===== config.mk =====
export PLATFORM = sky130hd
export DESIGN_NAME = mmio_uart_tx
export DESIGN_NICKNAME = d
export VERILOG_FILES = /design/src/rtl/mmio_uart_tx.sv
export SDC_FILE = /design/constraint.sdc
export NUM_CORES = 1
export LEC_CHECK = 0
export CAP_MARGIN = 40
export CORE_AREA = 4 4 121 123
export DETAILED_ROUTE_END_ITERATION = 12
export DIE_AREA = 0 0 125 127
export PLACE_DENSITY_LB_ADDON = 0.08
export SETUP_SLACK_MARGIN = 0.05
export SLEW_MARGIN = 20
export SYNTH_ARGS = -nofsm -noshare
export SYNTH_HDL_FRONTEND = slang
export SYNTH_SLANG_ARGS = --single-unit

===== constraint.sdc =====
create_clock -name clk -period 3.42 [get_ports clk]
set_clock_uncertainty 0.15 [all_clocks]
set_input_delay 0.513 -clock clk [delete_from_list [all_inputs] [get_ports clk]]
set_output_delay 0.513 -clock clk [all_outputs]
set_load 0.02 [all_outputs]

===== src/rtl/mmio_uart_tx.sv =====
`default_nettype none
// ============================================================================
//  Module   : mmio_uart_tx
//  Purpose  : Memory-mapped 8N1 UART transmitter with a small transmit FIFO.
//             TXDATA (BASE_ADDR) accepts bytes on store; STATUS (BASE_ADDR+4)
//             reports {count, overflow, busy, empty, full} and lets the core
//             clear the sticky overflow flag by writing bit 3.
//  Ports    : clk   - single clock, rising edge
//             rst   - asynchronous, active-low reset
//             daddr - core data-bus byte address
//             din   - core store data
//             dwe   - core store strobe
//             dout  - combinational load data (0 when not hit)
//             hit   - daddr selects TXDATA or STATUS
//             tx    - serial line, idle high
//             busy  - frame in flight or FIFO non-empty
//  Revision : 1.0  initial release
// ============================================================================
module mmio_uart_tx #(
    parameter int                    DATA_WIDTH   = 32,
    parameter logic [DATA_WIDTH-1:0] BASE_ADDR    = 32'h0000_F000,
    parameter int                    CLKS_PER_BIT = 434,
    parameter int                    FIFO_DEPTH   = 8
) (
    input  logic                  clk,
    input  logic                  rst,
    input  logic [DATA_WIDTH-1:0] daddr,
    input  logic [DATA_WIDTH-1:0] din,
    input  logic                  dwe,
    output logic [DATA_WIDTH-1:0] dout,
    output logic                  hit,
    output logic                  tx,
    output logic                  busy
);

    localparam int c_ptr_w = $clog2(FIFO_DEPTH);
    localparam int c_cnt_w = c_ptr_w + 1;
    localparam int c_tmr_w = (CLKS_PER_BIT > 1) ? $clog2(CLKS_PER_BIT) : 1;
    localparam logic [c_tmr_w-1:0]    c_tmr_last    = c_tmr_w'(CLKS_PER_BIT - 1);
    localparam logic [c_cnt_w-1:0]    c_depth       = c_cnt_w'(FIFO_DEPTH);
    localparam logic [DATA_WIDTH-1:0] c_status_addr = BASE_ADDR + DATA_WIDTH'(4);

    typedef enum logic [1:0] {
        S_IDLE  = 2'd0,
        S_START = 2'd1,
        S_DATA  = 2'd2,
        S_STOP  = 2'd3
    } state_t;

    state_t               r_state;
    logic [7:0]           r_mem [FIFO_DEPTH];
    logic [c_ptr_w-1:0]   r_wr_ptr;
    logic [c_ptr_w-1:0]   r_rd_ptr;
    logic [c_cnt_w-1:0]   r_count;
    logic                 r_overflow;
    logic [c_tmr_w-1:0]   r_tmr;
    logic [2:0]           r_bit_idx;
    logic [7:0]           r_shift;
    logic                 r_tx;

    logic                 w_hit_tx;
    logic                 w_hit_st;
    logic                 w_full;
    logic                 w_empty;
    logic                 w_push;
    logic                 w_pop;
    logic                 w_ovf_set;
    logic                 w_ovf_clr;
    logic                 w_tmr_done;
    logic                 w_line;
    logic [7:0]           w_cnt_ext;
    logic [7:0]           w_status;
    logic                 w_unused;

    // ------------------------------------------------------------------
    // Bus decode and status read-back (read has no side effects)
    // ------------------------------------------------------------------
    assign w_hit_tx  = (daddr == BASE_ADDR);
    assign w_hit_st  = (daddr == c_status_addr);
    assign hit       = w_hit_tx | w_hit_st;

    assign w_full    = (r_count == c_depth);
    assign w_empty   = (r_count == '0);
    assign busy      = (r_state != S_IDLE) | ~w_empty;

    assign w_cnt_ext = 8'(r_count);
    assign w_status  = {w_cnt_ext[3:0], r_overflow, busy, w_empty, w_full};
    assign dout      = w_hit_st ? DATA_WIDTH'(w_status) : '0;

    assign w_unused  = ^din[DATA_WIDTH-1:8];

    // Fullness is judged before the edge, so a pop on the same edge never
    // rescues a push into a full FIFO.
    assign w_push     = dwe & w_hit_tx & ~w_full;
    assign w_ovf_set  = dwe & w_hit_tx &  w_full;
    assign w_ovf_clr  = dwe & w_hit_st &  din[3];

    assign w_tmr_done = (r_tmr == c_tmr_last);

    // The FSM takes the head byte when idle, or at the very end of a stop
    // bit so that queued frames follow each other with no idle gap.
    assign w_pop = ~w_empty &
                   ((r_state == S_IDLE) | ((r_state == S_STOP) & w_tmr_done));

    // ------------------------------------------------------------------
    // Transmit FIFO
    // ------------------------------------------------------------------
    always_ff @(posedge clk) begin
        if (w_push) begin
            r_mem[r_wr_ptr] <= din[7:0];
        end
    end

    always_ff @(posedge clk or negedge rst) begin
        if (!rst) begin
            r_wr_ptr   <= '0;
            r_rd_ptr   <= '0;
            r_count    <= '0;
            r_overflow <= 1'b0;
        end else begin
            if (w_push) begin
                r_wr_ptr <= r_wr_ptr + c_ptr_w'(1);
            end
            if (w_pop) begin
                r_rd_ptr <= r_rd_ptr + c_ptr_w'(1);
            end
            case ({w_push, w_pop})
                2'b10:   r_count <= r_count + c_cnt_w'(1);
                2'b01:   r_count <= r_count - c_cnt_w'(1);
                default: r_count <= r_count;
            endcase
            // Setting wins over a simultaneous clear.
            if (w_ovf_set) begin
                r_overflow <= 1'b1;
            end else if (w_ovf_clr) begin
                r_overflow <= 1'b0;
            end
        end
    end

    // ------------------------------------------------------------------
    // Transmit FSM. tx is registered from the current state's line level,
    // so the line lags the state by one cycle; every bit still lasts
    // exactly CLKS_PER_BIT cycles.
    // ------------------------------------------------------------------
    always_comb begin
        w_line = 1'b1;
        case (r_state)
            S_START: w_line = 1'b0;
            S_DATA:  w_line = r_shift[r_bit_idx];
            default: w_line = 1'b1;
        endcase
    end

    always_ff @(posedge clk or negedge rst) begin
        if (!rst) begin
            r_state   <= S_IDLE;
            r_tmr     <= '0;
            r_bit_idx <= 3'd0;
            r_shift   <= 8'd0;
            r_tx      <= 1'b1;
        end else begin
            r_tx <= w_line;
            case (r_state)
                S_IDLE: begin
                    r_tmr     <= '0;
                    r_bit_idx <= 3'd0;
                    if (w_pop) begin
                        r_shift <= r_mem[r_rd_ptr];
                        r_state <= S_START;
                    end
                end
                S_START: begin
                    if (w_tmr_done) begin
                        r_tmr     <= '0;
                        r_bit_idx <= 3'd0;
                        r_state   <= S_DATA;
                    end else begin
                        r_tmr <= r_tmr + c_tmr_w'(1);
                    end
                end
                S_DATA: begin
                    if (w_tmr_done) begin
                        r_tmr <= '0;
                        if (r_bit_idx == 3'd7) begin
                            r_bit_idx <= 3'd0;
                            r_state   <= S_STOP;
                        end else begin
                            r_bit_idx <= r_bit_idx + 3'd1;
                        end
                    end else begin
                        r_tmr <= r_tmr + c_tmr_w'(1);
                    end
                end
                S_STOP: begin
                    if (w_tmr_done) begin
                        r_tmr <= '0;
                        if (w_pop) begin
                            r_shift <= r_mem[r_rd_ptr];
                            r_state <= S_START;
                        end else begin
                            r_state <= S_IDLE;
                        end
                    end else begin
                        r_tmr <= r_tmr + c_tmr_w'(1);
                    end
                end
                default: begin
                    r_state <= S_IDLE;
                    r_tmr   <= '0;
                end
            endcase
        end
    end

    assign tx = r_tx;

endmodule
`default_nettype wire


# ---- Word level (Yosys, flattened, before mapping)
# Memories as Yosys holds them, arrays and structs flattened.
# Index checks and enable logic that the tools add are counted.
dict set report classes {
  reduce_logical 11
  eq_ne 15
  addsub 6
  n_shift 0
  n_mux 25
  order_cmp 1
  div 0
  multipliers 0
  bitwise 12
}
# op count
set ops {}
lappend ops {{32-bit by 16-bit == test with 1-bit output, second input constant} 2}
lappend ops {{8-bit 2-to-1 mux} 3}
lappend ops {{9-bit one-hot mux with 2 select lines} 1}
lappend ops {{8-bit one-hot mux with 2 select lines} 1}
lappend ops {{2-bit 2-to-1 mux} 5}
lappend ops {{2-bit != test, second input constant} 5}
lappend ops {{3-bit by 1-bit adder with 3-bit output, second input constant} 3}
lappend ops {{9-bit by 1-bit adder with 9-bit output, second input constant} 1}
lappend ops {{9-bit == test, second input constant} 1}
lappend ops {{3-bit 2-to-1 mux} 3}
lappend ops {{9-bit 2-to-1 mux} 1}
lappend ops {{3-bit one-hot mux with 3 select lines} 1}
lappend ops {{2-bit one-hot mux with 4 select lines} 1}
lappend ops {{4-bit one-hot mux with 2 select lines} 1}
lappend ops {{2-bit nonzero test} 4}
lappend ops {{1-bit bitwise AND} 7}
lappend ops {{2-bit == test, second input constant} 3}
lappend ops {{1-bit 2-to-1 mux} 6}
lappend ops {{5-bit AND reduction} 1}
lappend ops {{4-bit by 1-bit adder with 4-bit output, second input constant} 1}
lappend ops {{2-bit by 1-bit == test with 1-bit output, second input constant} 2}
lappend ops {{4-bit == test, second input constant} 1}
lappend ops {{4-bit zero test} 1}
lappend ops {{3-bit by 4-bit less-than comparator with 1-bit output, second input constant} 1}
lappend ops {{other kinds (11)} 14}
dict set report totals {
  latchBits 0
  inputBits 67
  mem_count 1
  output_inout_bits 35
  reg_bits 34
  mem_bits_rw 64
  romBits 0
}
# name words word_bits read_ports rd_ports_with_merged_regs write_ports line
set memory_table {}
lappend memory_table {r_mem 8 8 1 0 1 51} ;# logic [7:0] r_mem [FIFO_DEPTH];

# ---- Depth between registers and ports, before layout
dict set report logic_depth {
  word_depth 7
  depth_mapped 12
  mapped_depth_nobuf 12
}

# ---- Worst setup path before layout
# Ideal clock, no wire load.
dict set report synth_path {
  path_type {in2reg}
  start {input port daddr[5]}
  end {register r_count[3]}
  stages 8
  setup_ns 0.079
  arrival_ns 2.884
  slack_ns 0.307
  required_time_ns 3.191
  cell_sequence {nor4_2 nand4_2 or4b_4 buf_6 ha_1 or4b_2 a31oi_1 xor2_1}
}
dict set report synth_between {
  elab_chain_len 5
  elab_cells_between_ends 7
  classes_between {3 x eq/ne; 1 x mux; 2 x bitwise; 1 x reduce/logical}
}
# element line
set synth_lines {}
lappend synth_lines {{start, declared} 27} ;# input logic [DATA_WIDTH-1:0] daddr,
lappend synth_lines {{32-bit by 16-bit == test with 1-bit output (*)} 78} ;# assign w_hit_tx = (daddr == BASE_ADDR);
lappend synth_lines {{1-bit bitwise AND (*) (2 in series)} 94} ;# assign w_push = dwe & w_hit_tx & ~w_full;
lappend synth_lines {{2-bit by 1-bit == test with 1-bit output or 2-bit == test (tied branches)} 127} ;# case ({w_push, w_pop})
lappend synth_lines {{4-bit one-hot mux with 2 select lines or 2-bit nonzero test (tied branches)} --}
lappend synth_lines {{end signal, assigned} 128} ;# 2'b10: r_count <= r_count + c_cnt_w'(1);
lappend synth_lines {{end signal, assigned} 129} ;# 2'b01: r_count <= r_count - c_cnt_w'(1);
lappend synth_lines {{end signal, assigned} 130} ;# default: r_count <= r_count;
lappend synth_lines {{end, declared} 54} ;# logic [c_cnt_w-1:0] r_count;
# Mark *: on every way between the ends. The rest lies on a longest branch, timed or not.
# A chain may end at the register's enable or synchronous reset.

# ---- Worst setup path in the final report
dict set report layout_path {
  start {input port daddr[17]}
  end {output port dout[7]}
}
dict set report layout_between {
  elab_chain_len 2
}
# element line
set layout_lines {}
lappend layout_lines {{32-bit by 16-bit == test with 1-bit output} 79} ;# assign w_hit_st = (daddr == c_status_addr);
lappend layout_lines {{8-bit 2-to-1 mux} 88} ;# assign dout = w_hit_st ? DATA_WIDTH'(w_status) : '0;
lappend layout_lines {{end, declared} 30} ;# output logic [DATA_WIDTH-1:0] dout,
# No other way between the ends.

==> impl_results.md <==
- Power Density: 429.9 nW/um2
- Largest net degree at the start of global routing: 25
- Post-synthesis cell count: 314
- FP Rows: 43
- Die W: 125 um
- Maximum vdd drop: 0.2346 mV
- Worst setup margin: 0.2043 ns
- Starting Density: 34.46%
- Hold Fails Final Rpt: 0
- First-pass GRT wire length: 15490 um
- Asr flop ratio synth: 34.69%
- Setup Viol. Count Final: 0
- Cts bufs inserted: 9
- Critical path's slowest cell: clkdlybuf4s50_1
- Worst min-delay path class: reg2reg
- Io pins: 102
- Area of placed instances: 5488 um2
- Grt ovf: 0
- Max Freq: 311.0 MHz
- Per-cell routed wire length: 16.30 um
- DRC violation total after the first TritonRoute iteration: 168
- CTS tree: yes
- Die area: 15880 um2
- CP max stage delay: 0.59 ns
- Top FF cell, synth: edfxtp_1
- Status: finished, final reports clean
- CP Launch Type: primary input
- Slew at the pin with the worst max-slew slack: 0.5443 ns
- Clk root buf: clkbuf_16
- Setup tns final: 0 ns
- CP arrival: 2.55 ns
- Max-Cap Viols: 0
- Yosys reg bits: 98
- Drt pass-1 iters: 4
- Worst slack, placed: -0.1187 ns
- Port bufs: 53
- Post-synth EDFFs: 64
- Top Usage Layer GRT: met2
- Via count: 2742
- Worst Path Required: 2.76 ns
- Vias in the first global route: 2932
- Most common cell after layout, fill and taps aside: edfxtp_1
- Post-route clock period utilization: 94.03%
- Antenna violations before repair: 0
- Post-route ant nets: 0
- Ys Warns: 0
- Design area: 5847 um2
- Nets: 471
- Aggregate global-route resource usage: 12.60%
- Clk_lat worst skew: 0.35 ns
- Vias per cell: 4.769
- Final Max Slew Viols: 0
- CP Capture Type: output pin
- Area grow syn2layout: 24.15%
- Hold Startpoint: r_tmr[0]
- Residual DRC: 0
- H-tree Lvls: 3
- RSZ-0062 raised after global routing: false
- Die height: 127 um
- Clock sinks: 98
- Most frequent cells in the layout: edfxtp_1, clkdlybuf4s50_1, dfrtp_1
- R2r startpoint: r_count[1]
- Fraction of layout cells with a size suffix above 1: 23.80%
- Post-Syn Area: 4710 um2
- Ant. Diodes: 0
- Post-DP HPWL: 6574 um
- Grt met2 use: 21.01%
- Setup Fix Bufs, Post-CTS: 0
- Avg Cell Area, Syn: 15.00 um2
- Buf/Inv on CP: 4
- Leak: 2.322 nW
- Core area: 13670 um2
- Yosys cell types: 57
- Clock buffer depth: 2
- Reg clk slew, reported paths: 0.07 ns
- Crit path launch: daddr[17]
- Met1 Use GR: 15.64%
- Routed wire length: 9374 um
- Sequential-to-total area share from yosys stat: 58.90%
- Crit-path cells: clkdlybuf4s50_1 -> nor4_2 -> nand4_1 -> buf_4 -> nor2_1 -> buf_4 -> and3_1 -> clkdlybuf4s50_1
- Post-layout minimum cycle time: 3.216 ns
- Crit Path Max Fanout: 9
- Crit Path Category: in2out
- Fillers: 1293
- Met3 Track Usage GR: 3.512%
- CP delay by family, top: buffers and inverters
- GP Congestion: 0.7264
- Slew margin rel.: 63.44%
==> through the flow <==
stage / std cells / power, mW / util (%) / hold WS [ns]
floorplan: 337 / 1.435 / - / 0.06741
global placement: 556 / 1.491 / 40.01 / 0.3207
detailed placement: 557 / 1.497 / 40.16 / 0.2680
CTS: 574 / 2.557 / 42.47 / 0.3423
global route: 575 / 2.623 / 42.79 / 0.3658
finish: 575 / 2.514 / 42.79 / 0.3337
==> what timing repair did <==
action | 4_1_cts | 5_1_grt
gates resized for setup | 0 | 8
setup endpoints to repair | 0 | 8
endpoints found under the hold margin | 9 | 0
hold buffers | 1 | 0
==> sequential cells by signal (all words and copies together) (netlist names), 2 cells and up <==
register and flops:
r_state 2, r_tmr 9, r_shift 8, r_bit_idx 3
r_wr_ptr 3, r_count 4, r_rd_ptr 3, r_mem 64
==> final cells by class <==
| type | instances | area [um2] | area share (%) |
|---|---|---|---|
| timing repair buffer | 78 | 750.7 | 12.84 |
| multi-input combinational | 196 | 1764 | 30.17 |
| inverter | 7 | 26.28 | 0.4494 |
| clock buffer | 9 | 225.2 | 3.852 |
| clock inverter | 7 | 81.33 | 1.391 |
| tap | 180 | 225.2 | 3.852 |
| sequential | 98 | 2774 | 47.44 |
==> power by group <==
| part | total [mW] | switching (mW) | internal [mW] |
|---|---|---|---|
| logic | 0.151 | 0.0632 | 0.0877 |
| registers | 1.32 | 0.0177 | 1.30 |
| clock network | 1.04 | 0.464 | 0.580 |
==> cell usage after synthesis, types with 2 or more instances <==
master / instances / area [um2]
edfxtp_1: 64 / 1922
dfrtp_1: 33 / 825.8
buf_4: 26 / 195.2
mux2_2: 21 / 236.5
mux4_2: 18 / 405.4
ha_1: 14 / 175.2
nor2_1: 14 / 52.55
and3_1: 9 / 56.30
nand2_1: 8 / 30.03
xor2_1: 8 / 70.07
inv_1: 7 / 26.28
nor3_1: 7 / 35.03
nor4_1: 7 / 43.79
xnor2_1: 6 / 52.55
a21oi_1: 5 / 25.02
clkbuf_1: 5 / 18.77
o21ai_0: 5 / 25.02
nand2b_1: 4 / 25.02
nand3_1: 4 / 20.02
a22o_1: 3 / 26.28
nand3b_1: 3 / 22.52
nor4_2: 3 / 37.54
a21o_1: 2 / 15.01
a31oi_1: 2 / 12.51
buf_2: 2 / 10.01
mux2i_1: 2 / 20.02
or3_1: 2 / 12.51
==> worst paths after layout <==
kind | cells past startpoint | endpoint | slack (ns)
hold reg to reg | 1 | r_tmr[0] | 0.33
min in group asynchronous | 2 | r_state[0] | 0.42
max in group asynchronous | 3 | r_wr_ptr[1] | 2.27
setup reg to reg | 8 | r_count[3] | 0.57
hold / removal | 1 | r_tmr[0] | 0.33
setup / recovery | 8 | dout[7] | 0.20
==> routing by layer <==
layer	wire length, um	part of all wire, %
met4	155	1.7
met5	0	0
met3	484	5.2
met2	4562	49
met1	4173	45
==> cell families after synthesis <==
logic type / synth area share (%)
adder cells (fa/ha/maj): 3.719
other: 0.07963
flip-flops: 58.90
XOR/XNOR: 2.604
multiplexers: 14.05
AND/OR/NAND/NOR: 10.92
buffers and inverters: 5.739
AO/OA/AOI/OAI: 3.985
Note: power is estimated with default switching activity, not from simulation.
